--- src/rtl/fp_lut_pkg.sv ---
// fp_lut_pkg: shared constants and types for the FP_LUT request/response arbiter
package fp_lut_pkg;
    localparam int DATA_W = 32;
    localparam logic REQ0 = 1'b0;
    localparam logic REQ1 = 1'b1;
    typedef enum logic {ST_IDLE, ST_BUSY} state_t;
endpackage

--- src/rtl/fp_lut_tag_fifo.sv ---
// fp_lut_tag_fifo: in-order FIFO of 1-bit requester IDs for outstanding LUT packets
module fp_lut_tag_fifo #(
    parameter int DEPTH = 4
) (
    input  logic clk,
    input  logic rst_n,
    input  logic push,
    input  logic pop,
    input  logic din,
    output logic dout,
    output logic full,
    output logic empty
);
    localparam int AW = $clog2(DEPTH);

    logic [DEPTH-1:0] mem_q, mem_d;
    logic [AW-1:0]    wr_ptr_q, wr_ptr_d, rd_ptr_q, rd_ptr_d;
    logic [AW:0]      cnt_q, cnt_d;
    logic             wr_en, rd_en;

    assign full  = cnt_q == (AW+1)'(DEPTH);
    assign empty = cnt_q == '0;
    assign dout  = mem_q[rd_ptr_q];

    // Next-state: write at tail, read at head, count tracks the difference
    always_comb begin
        wr_en    = push & ~full;
        rd_en    = pop & ~empty;
        mem_d    = mem_q;
        wr_ptr_d = wr_ptr_q;
        rd_ptr_d = rd_ptr_q;
        if (wr_en) begin
            mem_d[wr_ptr_q] = din;
            wr_ptr_d        = wr_ptr_q + AW'(1);
        end
        if (rd_en) rd_ptr_d = rd_ptr_q + AW'(1);
        cnt_d = cnt_q + (AW+1)'(wr_en) - (AW+1)'(rd_en);
    end

    // State registers; reset discards every outstanding tag
    always_ff @(posedge clk or negedge rst_n) begin
        if (!rst_n) begin
            mem_q    <= '0;
            wr_ptr_q <= '0;
            rd_ptr_q <= '0;
            cnt_q    <= '0;
        end else begin
            mem_q    <= mem_d;
            wr_ptr_q <= wr_ptr_d;
            rd_ptr_q <= rd_ptr_d;
            cnt_q    <= cnt_d;
        end
    end
endmodule

--- src/rtl/fp_lut_arbiter.sv ---
// fp_lut_arbiter: packet round-robin sharing of one FP_LUT between two AXI-Stream requesters
module fp_lut_arbiter #(
    parameter int DATA_W    = 32,
    parameter int TAG_DEPTH = 4
) (
    input  logic              ACLK,
    input  logic              ARESETN,
    input  logic [DATA_W-1:0] S0_AXIS_TDATA,
    input  logic              S0_AXIS_TVALID,
    input  logic              S0_AXIS_TLAST,
    output logic              S0_AXIS_TREADY,
    input  logic [DATA_W-1:0] S1_AXIS_TDATA,
    input  logic              S1_AXIS_TVALID,
    input  logic              S1_AXIS_TLAST,
    output logic              S1_AXIS_TREADY,
    output logic [DATA_W-1:0] LUT_M_AXIS_TDATA,
    output logic              LUT_M_AXIS_TVALID,
    output logic              LUT_M_AXIS_TLAST,
    input  logic              LUT_M_AXIS_TREADY,
    input  logic [DATA_W-1:0] LUT_S_AXIS_TDATA,
    input  logic              LUT_S_AXIS_TVALID,
    input  logic              LUT_S_AXIS_TLAST,
    output logic              LUT_S_AXIS_TREADY,
    output logic [DATA_W-1:0] M0_AXIS_TDATA,
    output logic              M0_AXIS_TVALID,
    output logic              M0_AXIS_TLAST,
    input  logic              M0_AXIS_TREADY,
    output logic [DATA_W-1:0] M1_AXIS_TDATA,
    output logic              M1_AXIS_TVALID,
    output logic              M1_AXIS_TLAST,
    input  logic              M1_AXIS_TREADY
);
    import fp_lut_pkg::*;

    state_t state_q, state_d;
    logic   grant_q, grant_d, rr_q, rr_d;
    logic   busy, req_id, g_valid, g_last, tag_push, tag_pop;
    logic   tag_head, tag_full, tag_empty;

    fp_lut_tag_fifo #(.DEPTH(TAG_DEPTH)) u_tags (
        .clk   (ACLK),
        .rst_n (ARESETN),
        .push  (tag_push),
        .pop   (tag_pop),
        .din   (grant_d),
        .dout  (tag_head),
        .full  (tag_full),
        .empty (tag_empty)
    );

    // Request FSM: grant one packet at a time, rotate priority after each TLAST
    always_comb begin
        busy     = state_q == ST_BUSY;
        req_id   = (S0_AXIS_TVALID & S1_AXIS_TVALID) ? rr_q : (S1_AXIS_TVALID ? REQ1 : REQ0);
        g_valid  = (grant_q == REQ1) ? S1_AXIS_TVALID : S0_AXIS_TVALID;
        g_last   = (grant_q == REQ1) ? S1_AXIS_TLAST : S0_AXIS_TLAST;
        tag_push = ~busy & (S0_AXIS_TVALID | S1_AXIS_TVALID) & ~tag_full;
        state_d  = state_q;
        grant_d  = grant_q;
        rr_d     = rr_q;
        if (tag_push) begin
            state_d = ST_BUSY;
            grant_d = req_id;
        end
        if (busy & g_valid & LUT_M_AXIS_TREADY & g_last) begin
            state_d = ST_IDLE;
            rr_d    = ~grant_q;
        end
    end

    // FSM, grant and round-robin pointer registers
    always_ff @(posedge ACLK or negedge ARESETN) begin
        if (!ARESETN) begin
            state_q <= ST_IDLE;
            grant_q <= REQ0;
            rr_q    <= REQ0;
        end else begin
            state_q <= state_d;
            grant_q <= grant_d;
            rr_q    <= rr_d;
        end
    end

    assign LUT_M_AXIS_TDATA  = (grant_q == REQ1) ? S1_AXIS_TDATA : S0_AXIS_TDATA;
    assign LUT_M_AXIS_TVALID = busy & g_valid;
    assign LUT_M_AXIS_TLAST  = g_last;
    assign S0_AXIS_TREADY    = busy & (grant_q == REQ0) & LUT_M_AXIS_TREADY;
    assign S1_AXIS_TREADY    = busy & (grant_q == REQ1) & LUT_M_AXIS_TREADY;

    // Responses follow the oldest outstanding tag; with no tag a stray response stalls
    assign M0_AXIS_TDATA     = LUT_S_AXIS_TDATA;
    assign M0_AXIS_TLAST     = LUT_S_AXIS_TLAST;
    assign M0_AXIS_TVALID    = ~tag_empty & (tag_head == REQ0) & LUT_S_AXIS_TVALID;
    assign M1_AXIS_TDATA     = LUT_S_AXIS_TDATA;
    assign M1_AXIS_TLAST     = LUT_S_AXIS_TLAST;
    assign M1_AXIS_TVALID    = ~tag_empty & (tag_head == REQ1) & LUT_S_AXIS_TVALID;
    assign LUT_S_AXIS_TREADY = ~tag_empty & ((tag_head == REQ1) ? M1_AXIS_TREADY : M0_AXIS_TREADY);
    assign tag_pop           = LUT_S_AXIS_TVALID & LUT_S_AXIS_TREADY & LUT_S_AXIS_TLAST;
endmodule

--- config.mk ---
export PLATFORM = sky130hd
export DESIGN_NAME = fp_lut_arbiter
export DESIGN_NICKNAME = d
export VERILOG_FILES = /design/src/rtl/fp_lut_pkg.sv /design/src/rtl/fp_lut_tag_fifo.sv /design/src/rtl/fp_lut_arbiter.sv
export SDC_FILE = /design/constraint.sdc
export NUM_CORES = 1
export LEC_CHECK = 0
export CAP_MARGIN = 20
export CORE_MARGIN = 2
export CORE_UTILIZATION = 28
export CTS_CLUSTER_DIAMETER = 40
export DETAILED_ROUTE_END_ITERATION = 12
export PLACE_DENSITY = 0.9
export SLEW_MARGIN = 0
export SYNTH_ARGS = -nofsm -noshare
export SYNTH_HDL_FRONTEND = slang
export SYNTH_SLANG_ARGS = --single-unit
--- constraint.sdc ---
create_clock -name ACLK -period 7.2 [get_ports ACLK]
set_input_delay 1.44 -clock ACLK [delete_from_list [all_inputs] [get_ports ACLK]]
set_output_delay 1.44 -clock ACLK [all_outputs]
set_load 0.01 [all_outputs]
Yosys cells after proc, flatten, opt, wreduce, memory -nomap -nowiden. Index checks and enable logic that the tools add are counted.

Input port bits: 107. Memories: 0. Logic and storage cells: 57. ROM bits: 0. Output and inout bits: 105. RAM bits: 0. Register bits: 14. Bits in latches: 0.

Multiply operators: 0. Bitwise operators: 25. Div/mod/pow operators: 0. Shifts and indexed selects: 0. Order comparisons: 3. Add/sub/neg operators: 4. Equality and inequality tests: 1. Reductions and logical operators: 3. Multiplexer cells: 14.

Operators by type and width (count): 32-bit 2-to-1 mux (1); 1-bit bitwise AND (19); 1-bit 2-to-1 mux (10); 2-bit by 3-bit < comparator with 1-bit output (second input constant) (2); 1-bit NOT (5); 2-bit by 1-bit adder with 2-bit output (second input constant) (2); 4-bit bitwise mux (1); 3-bit by 1-bit adder with 3-bit output (1); 3-bit equality test (second input constant) (1); 3-bit zero test (1); 3-bit by 1-bit subtractor with 3-bit output (1); 1-bit binary-select mux with 2-bit select (1); 1-bit demux with 2-bit select (1); 2-bit by 1-bit >= comparator with 1-bit output (second input constant) (1); 2-bit nonzero test (1); 1-bit logical AND (1); 1-bit OR (1).

Longest topological paths before layout. Gate-level depths: netlist of run 1.

Depth in word-level cells: 8. Mapped depth: 11. Gate-level depth less buffers: 11.

Modules after synthesis. A second synthesis of run 1 with hierarchy kept.

Cells, all modules: 187. Area total of the unflattened synthesis: 1873.0 sq um.

By module, submodules not included: fp_lut_arbiter (seq. area each 75.1 sq um, area each 1111.1 sq um, cells an instance 125, instances 1); fp_lut_tag_fifo (seq. area each 275.3 sq um, area each 762.0 sq um, cells an instance 62, instances 1).

Worst setup path before layout of run 1. Ideal clock, no wire load.

Path kind: in2out. From: in S0_AXIS_TVALID. To: out LUT_M_AXIS_TVALID. Path buffers: 1. Data arrival time: 1.867 ns. Stages on the path: 3. Setup slack: 3.893 ns. Required time: 5.760 ns. Cells stage by stage: clkbuf_2 mux2i_1 nor2b_1.

Cells in the longest elaborated chain, start to end: 2.

Ends and longest elaborated chain: start: declaration (line fp_lut_arbiter.sv:9) `input logic S0_AXIS_TVALID,`; 1-bit 2-to-1 mux (line fp_lut_arbiter.sv:55) `g_valid = (grant_q == REQ1) ? S1_AXIS_TVALID : S0_AXIS_TVALID;`; 1-bit bitwise AND (line fp_lut_arbiter.sv:85) `assign LUT_M_AXIS_TVALID = busy & g_valid;`; end: declaration (line fp_lut_arbiter.sv:17) `output logic LUT_M_AXIS_TVALID,`.

Every way passes these cells.

Worst setup path after layout of run 1. Same ends and word-level chain as after synthesis.

==> flow_summary.ini, run 1 <==
[global_route]
grt_pass1_wl_um = 6490
grt_start_max_net_pins = 24
grt_pass1_vias = 1387
grtUsageTotal_pct = 12.6
overflow = 0
antenna_found_initial = 0

[clocking]
cts_buffers = 3
post_cts.repair.setup_buffers = 0
clk_pin_slew_ns = 0.06
cts_hold_buffers = 0
cts_resized = 0
cts_root_buffer = clkbuf_8
cts_tree = yes
numClockSinks = 14
clkLatencyLatePin_ns = 0.25
htreeDepth = 1
cts_buffer_depth = 2

[logic_synthesis]
synth_area_leaders = buf_4, mux2_2, dfrtp_1
yosysWarnings = 0
yosysTopAreaCell = buf_4
yosysUniqueCellTypes = 29
synth_cells = 178
syn_area_um2 = 1690
syn-num-nets = 292
seq_area_frac_synth_pct = 20.7
ys_seq_elements = 14
syn_avg_cell_area_um2 = 9.51
yosysTopAreaCellShare_pct = 29.3

[floorplanning]
die_h_um = 81.8
start_util_pct = 28.8
ios = 212
dieArea_um2 = 6680
design.core.area_um2 = 5890
rows = 28
die_w_um = 81.8

[critical_path]
crit_chain = clkdlybuf4s50_1, mux2i_1, nor2b_1, clkdlybuf4s50_1
worst_r2r_path_depth = 11
rrSetupSlack_ns = 4.60
r2r-end = u_tags.cnt_q[2]
setup.worst_path.start_class = primary input
cp_num_buf_inv = 2
cpPeakStageDelay_ns = 0.63
reg2reg_from = u_tags.rd_ptr_q[1]
cpLargestDelayFamily = buffers and inverters
critPathCaptureType = output port
critPathKind = in2out
crit_top_cell = clkdlybuf4s50_1
cpMaxStageDelayCell = clkdlybuf4s50_1
critPathArrivalTime_ns = 2.89
worst_ep_required_time_ns = 5.76
worstPathMaxFanout = 8

[sta]
period_share_pct = 60.1
hold_violations = 0
relSlewSlack_pct = 50.9
fmax_ghz = 0.231
min_period_ns = 4.33
fin_skew_ns = 0.00166
maxSlewViolCount = 0
tns_ns = 0
setup_viol = 0
rsz0062_at_grt = false
worst_pin_slew_ns = 0.736

[detailed_routing]
routed_wl_um = 4480
vias_per_cell = 4.54
via_count = 1367
antenna_left = 0
route.detailed.wl_per_inst_um = 14.9
drc_errors = 0
firstDrtPassIters = 4
drt_iter0_markers = 16

[cells_and_area]
num_antenna_cells = 0
layoutNonFillerInstCount = 301
layout_common_cells = clkdlybuf4s50_1, mux2_2, dfrtp_1
final_util_pct = 42.0
fin_area_um2 = 2470
nets = 341
drive_gt1_share_pct = 17.7
areaGrowthSynthToFinish_pct = 46.2
final_common_cell = clkdlybuf4s50_1
fillCellCount = 588

[hold_path]
holdPathEnd = u_tags.mem_q[1]
hp-start = u_tags.mem_q[1]
min_path_type = reg2reg
hold_depth = 1

[placement]
gp_congestion = 0.720
port_buffers = 115
place_area_um2 = 2420
placedCellCount = 297
place_hpwl_um = 3820

[pwr]
p_per_area_nw_per_um2 = 306
leakagePower_nw = 0.996
power_mw = 0.757
ir_drop_mv = 0.175

[run]
maxCapViolations = 0

[outcome]
outcome = finished clean
-- Yosys cell counts, drive strengths merged --
cell	instances
buf	71
mux2	34
dfrtp	14
inv	7
mux2i	7
ha	6
nor2	6
a32o	4
nand3	4
xnor2	3
a21oi	2
nand2	2
nor2b	2
o21ai	2
a21boi	1
a21o	1
a22o	1
a2bb2oi	1
and3	1
clkbuf	1
fa	1
nand2b	1
nand3b	1
nor3	1
nor3b	1
o21a	1
o31ai	1
xor2	1
-- logic make-up (layout without fill, tap and decap cells) --
group	Yosys count	count (layout)	share of synthesized area (%)
buffers and inverters	79	127	32.6
muxes	41	41	26.8
and+or+nand+nor	19	19	5.91
AOI/OAI and AO/OA	14	14	6.36
DFF	14	14	20.7
adders and majority gates	7	7	5.62
xor gates and xnor gates	4	4	2.07
-- metal layers --
metal | part of all wire, % | GRT usage (%) | wire (µm) | up-vias
met5 | 0 | 0 | 0 | -
met4 | 2.5 | 4.83 | 112 | 0
met3 | 12 | 4.95 | 535 | 24
met2 | 50 | 22.4 | 2230 | 78
met1 | 36 | 13.3 | 1600 | 631
li1 | - | - | - | 634
-- flip-flops by register name, summed over array words and instances (netlist names) --
register         count
busy                 1
grant_q              1
rr_q                 1
u_tags.cnt_q         3
u_tags.mem_q         4
u_tags.rd_ptr_q      2
u_tags.wr_ptr_q      2
-- stage by stage --
step	worst slack, ns	hold slack [ns]
after CTS	2.86	0.508
after global placement	2.88	0.474
after global routing	2.79	0.543
final	2.87	0.504
after floorplan	3.89	0.465
after detailed placement	2.88	0.494
-- worst max path at each step --
stage / end / slack [ns] / startpoint / cells after the start
floorplan: LUT_M_AXIS_TVALID / 3.89 / S0_AXIS_TVALID / 3
CTS: LUT_M_AXIS_TVALID / 2.86 / S0_AXIS_TVALID / 4
finish: LUT_M_AXIS_TVALID / 2.87 / S0_AXIS_TVALID / 4
global route: LUT_M_AXIS_TVALID / 2.79 / S0_AXIS_TVALID / 4
detailed placement: LUT_M_AXIS_TVALID / 2.88 / S0_AXIS_TVALID / 4
global placement: LUT_M_AXIS_TVALID / 2.88 / S0_AXIS_TVALID / 4
-- cell type report --
cell class	instances	area, µm²	area share [%]
repair buffers	116	1160	46.8
well taps	75	93.8	3.79
inverters	7	26.3	1.06
flip-flops and latches	14	350	14.2
clock buffers	4	55.1	2.22
multi-input cells	85	791	32.0
-- where the power goes --
group	internal (mW)	switching [mW]	total (mW)
Clock	0.0485	0.0294	0.0780
Combinational	0.313	0.196	0.509
Sequential	0.120	0.0507	0.170
-- worst register-to-register path, cell delays in order, from the launching register on --
cell	delay [ns]
dfrtp_1	0.42
mux2i_1	0.18
mux2i_1	0.31
mux2i_1	0.32
nor2_1	0.09
ha_1	0.29
inv_1	0.06
ha_1	0.13
inv_1	0.05
fa_1	0.37
xnor2_1	0.18
xnor2_1	0.13
Note: power is estimated with default switching activity, not from simulation.
==> run 2: changes to the inputs <==
--- a/config.mk
+++ b/config.mk
@@ -7,10 +7,10 @@
 export LEC_CHECK = 0
 export CAP_MARGIN = 20
 export CORE_MARGIN = 2
-export CORE_UTILIZATION = 28
+export CORE_UTILIZATION = 26
 export CTS_CLUSTER_DIAMETER = 40
 export DETAILED_ROUTE_END_ITERATION = 12
-export PLACE_DENSITY = 0.9
+export PLACE_DENSITY = 0.85
 export SLEW_MARGIN = 0
 export SYNTH_ARGS = -nofsm -noshare
 export SYNTH_HDL_FRONTEND = slang
==> constraint.sdc (replaced) <==
create_clock -name ACLK -period 4.01 [get_ports ACLK]
set_input_delay 0.802 -clock ACLK [delete_from_list [all_inputs] [get_ports ACLK]]
set_output_delay 0.802 -clock ACLK [all_outputs]
set_load 0.01 [all_outputs]
==> run 2 against run 1 <==
Via count down 1.7%. Global-route usage down 0.98 points. Clock power up 79%. Register-to-register slack worse by 3.1 ns. Combinational power up 80%. Sequential power up 78%. Cell count up 0.66%. First-iteration DRC count down 13%. Sequential share of layout area about the same.
==> flow_summary.ini, run 2 (synthesized netlist as in run 1, its figures left out) <==
[sta]
rsz0062_at_grt = false
hold_violations = 0
worst_pin_slew_ns = 0.741
maxSlewViolCount = 0
min_period_ns = 3.10
period_share_pct = 77.2
fmax_ghz = 0.323
finalWorstSetupSlack_ns = 0.913
setup_viol = 0
relSlewSlack_pct = 50.6
tns_ns = 0
fin_skew_ns = 0.00372

[detailed_routing]
via_count = 1344
drt_iter0_markers = 14
firstDrtPassIters = 4
vias_per_cell = 4.44
route.detailed.wl_per_inst_um = 14.5
drc_errors = 0
antenna_left = 0
routed_wl_um = 4400

[global_route]
grt_pass1_vias = 1451
grtUsageTotal_pct = 11.6
overflow = 0
grt_start_max_net_pins = 24
antenna_found_initial = 0
grt_pass1_wl_um = 6730

[critical_path]
crit_chain = buf_4, mux2_2, clkdlybuf4s50_1
setup.worst_path.start_class = flop
startpoint = grant_q
r2r-end = u_tags.cnt_q[2]
cpPeakStageDelay_ns = 0.76
worst_r2r_path_depth = 11
rrSetupSlack_ns = 1.49
critPathCaptureType = output port
worstPathMaxFanout = 23
critPathArrivalTime_ns = 2.29
cpMaxStageDelayCell = dfrtp_1
critPathKind = reg2out
cpLargestDelayFamily = buffers and inverters
critical_path.endpoint = LUT_M_AXIS_TLAST
cp_num_buf_inv = 2
worst_ep_required_time_ns = 3.21
reg2reg_from = u_tags.rd_ptr_q[1]
cp.depth = 3

[hold_path]
hold_depth = 1
min_path_type = reg2reg

[floorplanning]
start_util_pct = 26.8
die_w_um = 84.7
dieArea_um2 = 7170
design.core.area_um2 = 6310
ios = 212
rows = 29
die_h_um = 84.7

[cells_and_area]
final_common_cell = clkdlybuf4s50_1
largest_reg_flops = 4
multi_input_area_um2 = 791
areaGrowthSynthToFinish_pct = 46.3
fillCellCount = 625
drive_gt1_share_pct = 17.7
regArea_um2 = 350
layout_common_cells = clkdlybuf4s50_1, mux2_2, dfrtp_1
fin_area_um2 = 2480
largest-register = u_tags.mem_q
nets = 341
biggestRegsByFlops = u_tags.mem_q x4, u_tags.cnt_q x3
num_antenna_cells = 0
final_util_pct = 39.2

[placement]
gp_congestion = 0.721
dp_slack_ns = 0.966
place_area_um2 = 2420
place_hpwl_um = 3630
port_buffers = 115

[clocking]
cts_tree = yes
cts_root_buffer = clkbuf_8
clkLatencyLatePin_ns = 0.25
cts_hold_buffers = 0
cts_buffers = 3
numClockSinks = 14
clk_pin_slew_ns = 0.06
post_cts.repair.setup_buffers = 0
cts_buffer_depth = 2
cts_resized = 0
htreeDepth = 1

[pwr]
ir_drop_mv = 0.331
p_per_area_nw_per_um2 = 549
leakagePower_nw = 0.996

[run]
maxCapViolations = 0

[outcome]
outcome = finished clean
run 2: report_power, final:
part	switching, mW	internal, mW
logic	0.355	0.562
clock network	0.0530	0.0871
registers	0.0882	0.215
total	0.497	0.863
run 2: how the worst min path moves through the flow:
stage	from	slack, ns	end
after floorplan	u_tags.mem_q[0]	0.47	u_tags.mem_q[0]
after global placement	u_tags.mem_q[2]	0.47	u_tags.mem_q[2]
after detailed placement	u_tags.mem_q[0]	0.49	u_tags.mem_q[0]
after CTS	u_tags.mem_q[0]	0.50	u_tags.mem_q[0]
after global routing	u_tags.mem_q[0]	0.52	u_tags.mem_q[0]
final	u_tags.mem_q[0]	0.50	u_tags.mem_q[0]
run 2: final cells by class:
type                            instances  share of cell area (%)
Sequential cell                        14                    14.1
Inverter                                7                    1.06
Clock buffer                            4                    2.22
Timing Repair Buffer                  116                    46.8
Tap cell                               77                    3.89
Multi-Input combinational cell         85                    31.9
run 2: per-stage QoR:
step                      hold WS [ns]  std cells  power (mW)
after detailed placement         0.489        299        1.23
final                            0.502        303        1.36
after CTS                        0.503        303        1.38
after global routing             0.517        303        1.45
after global placement           0.474        299        1.21
after floorplan                  0.465        178       0.879
run 2: metal layers:
| layer | up-vias | GRT usage (%) | routed length, µm |
|---|---|---|---|
| met1 | 608 | 13.4 | 1690 |
| met4 | 0 | 4.47 | 77 |
| met5 | - | 0 | 0 |
| met3 | 16 | 4.52 | 521 |
| li1 | 630 | - | - |
| met2 | 90 | 19.3 | 2110 |
run 2: worst reg2reg max path: stages, from the launching register on:
cell,delay (ns)
dfrtp_1,0.42
mux2i_1,0.17
mux2i_1,0.27
mux2i_1,0.29
nor2_1,0.07
ha_1,0.29
inv_1,0.06
ha_1,0.13
inv_1,0.05
fa_1,0.37
xnor2_1,0.18
xnor2_1,0.14
==> run 3: changes to the inputs <==
--- a/config.mk
+++ b/config.mk
@@ -7,10 +7,10 @@
 export LEC_CHECK = 0
 export CAP_MARGIN = 20
 export CORE_MARGIN = 2
-export CORE_UTILIZATION = 26
+export CORE_UTILIZATION = 24
 export CTS_CLUSTER_DIAMETER = 40
 export DETAILED_ROUTE_END_ITERATION = 12
-export PLACE_DENSITY = 0.85
+export PLACE_DENSITY = 0.83
 export SLEW_MARGIN = 0
 export SYNTH_ARGS = -nofsm -noshare
 export SYNTH_HDL_FRONTEND = slang
==> constraint.sdc (replaced) <==
create_clock -name ACLK -period 2.7 [get_ports ACLK]
set_input_delay 0.54 -clock ACLK [delete_from_list [all_inputs] [get_ports ACLK]]
set_output_delay 0.54 -clock ACLK [all_outputs]
set_load 0.01 [all_outputs]
==> run 3 against run 2 <==
Power grew 48%. Global-route usage shrank 0.49 points. Sequential power up 37%. Sequential cell count unchanged. Wire length is 4.3% higher. Critical path type is now in2out. Core utilization fell by 2.4 points. Register-to-register slack got worse by 1.3 ns. Die area up 7.9%. Largest cell class unchanged. Sequential share of layout area shrank 0.14 points. Hold slack got worse by 0.010 ns. First-iteration DRC count grew 57%.
==> flow_summary.ini, run 3 (synthesized netlist as in run 1, its figures left out) <==
[placement]
place_hpwl_um = 3900
port_buffers = 115
gp_congestion = 0.780

[cells_and_area]
nets = 343
multi_input_area_um2 = 791
biggestRegsByFlops = u_tags.mem_q x4, u_tags.cnt_q x3
num_antenna_cells = 0
drive_gt1_share_pct = 18.1
areaGrowthSynthToFinish_pct = 47.8
final_common_cell = clkdlybuf4s50_1
largest_reg_flops = 4
layout_common_cells = clkdlybuf4s50_1, mux2_2, dfrtp_1
fillCellCount = 674
regArea_um2 = 350
largest-register = u_tags.mem_q

[clocking]
cts_buffers = 3
cts_resized = 0
cts_root_buffer = clkbuf_8
cts_buffer_depth = 2
clkLatencyLatePin_ns = 0.24
numClockSinks = 14
htreeDepth = 1
post_cts.repair.setup_buffers = 0
clk_pin_slew_ns = 0.05
cts_tree = yes
cts_hold_buffers = 0

[critical_path]
critPathCaptureType = output port
worst_r2r_path_depth = 11
setup.worst_path.start_class = primary input
worstPathMaxFanout = 8
critPathKind = in2out
rrSetupSlack_ns = 0.21
worst_ep_required_time_ns = 2.16
r2r-end = u_tags.cnt_q[2]
reg2reg_from = u_tags.rd_ptr_q[1]
critPathArrivalTime_ns = 1.99

[outcome]
outcome = finished clean

[sta]
fmax_ghz = 0.395
relSlewSlack_pct = 55.2
tns_ns = 0
setup_viol = 0
min_period_ns = 2.53
rsz0062_at_grt = false
worst_pin_slew_ns = 0.666
hold_violations = 0
fin_skew_ns = 0.00138
maxSlewViolCount = 0
period_share_pct = 93.7

[detailed_routing]
drc_errors = 0
routed_wl_um = 4590
drt_iter0_markers = 22
route.detailed.wl_per_inst_um = 14.2
firstDrtPassIters = 4
antenna_left = 0
vias_per_cell = 4.11
via_count = 1327

[global_route]
antenna_found_initial = 0
grt_pass1_wl_um = 6640
grtUsageTotal_pct = 11.1
grt_start_max_net_pins = 21
overflow = 0
grt_pass1_vias = 1403

[run]
maxCapViolations = 0

[hold_path]
min_path_type = reg2reg
holdPathEnd = u_tags.mem_q[2]
hold_depth = 1
hp-start = u_tags.mem_q[2]

[floorplanning]
die_h_um = 88.0
rows = 30
dieArea_um2 = 7740
start_util_pct = 24.9
die_w_um = 88.0
design.core.area_um2 = 6790
ios = 212

[pwr]
p_per_area_nw_per_um2 = 804
leakagePower_nw = 0.999
ir_drop_mv = 0.391
power_mw = 2.01
## run 3: cell count changes in the layout (fill, tap and decap cells not counted), sizes merged
cell    before  now
buf          1    3
clkbuf       4    3
## run 3: how the worst max path moves through the flow
stage	from	endpoint	slack, ns	cells past startpoint
global route	u_tags.rd_ptr_q[1]	u_tags.cnt_q[2]	0.04	11
floorplan	u_tags.rd_ptr_q[1]	u_tags.cnt_q[2]	0.38	11
global placement	LUT_S_AXIS_TLAST	u_tags.cnt_q[2]	0.17	10
finish	S0_AXIS_TVALID	LUT_M_AXIS_TVALID	0.17	4
detailed placement	LUT_S_AXIS_TLAST	u_tags.cnt_q[2]	0.06	10
CTS	S0_AXIS_TVALID	LUT_M_AXIS_TVALID	0.17	4
## run 3: final cells by class
cell class / count / share of cell area (%)
inverter: 7 / 1.05
multi-input combinational: 85 / 31.6
sequential: 14 / 14.0
tap: 96 / 4.80
timing repair buffer: 118 / 46.9
clock buffer: 3 / 1.65
## run 3: through the flow
stage	instance area, µm²	worst slack (ns)	utilization, %	hold slack, ns	std cells
6_report	2500	0.169	36.8	0.492	323
5_1_grt	2500	0.0372	36.8	0.513	323
4_1_cts	2500	0.167	36.8	0.495	323
3_5_place_dp	2460	0.0614	36.2	0.483	320
3_3_place_gp	2460	0.166	36.2	0.488	320
2_1_floorplan	1690	0.380	-	0.244	178
## run 3: routing by layer
| layer | track usage (%) | vias to the layer above | part of all wire (%) |
|---|---|---|---|
| met3 | 4.05 | 11 | 11 |
| met5 | 0 | - | 0 |
| li1 | - | 638 | - |
| met1 | 12.7 | 594 | 38 |
| met4 | 4.34 | 0 | 1.7 |
| met2 | 18.9 | 84 | 49 |
## run 3: report_power, final
part           total, mW  leakage (nW)  switching (mW)  internal, mW
registers          0.414         0.161          0.0941         0.320
clock network      0.169        0.0216          0.0707        0.0987
logic               1.43         0.816           0.574         0.854
## run 3: worst max-delay path, cell delays in order
cell and delay (ns):
clkdlybuf4s50_1 0.63, mux2i_1 0.15, nor2b_1 0.13, clkdlybuf4s50_1 0.54
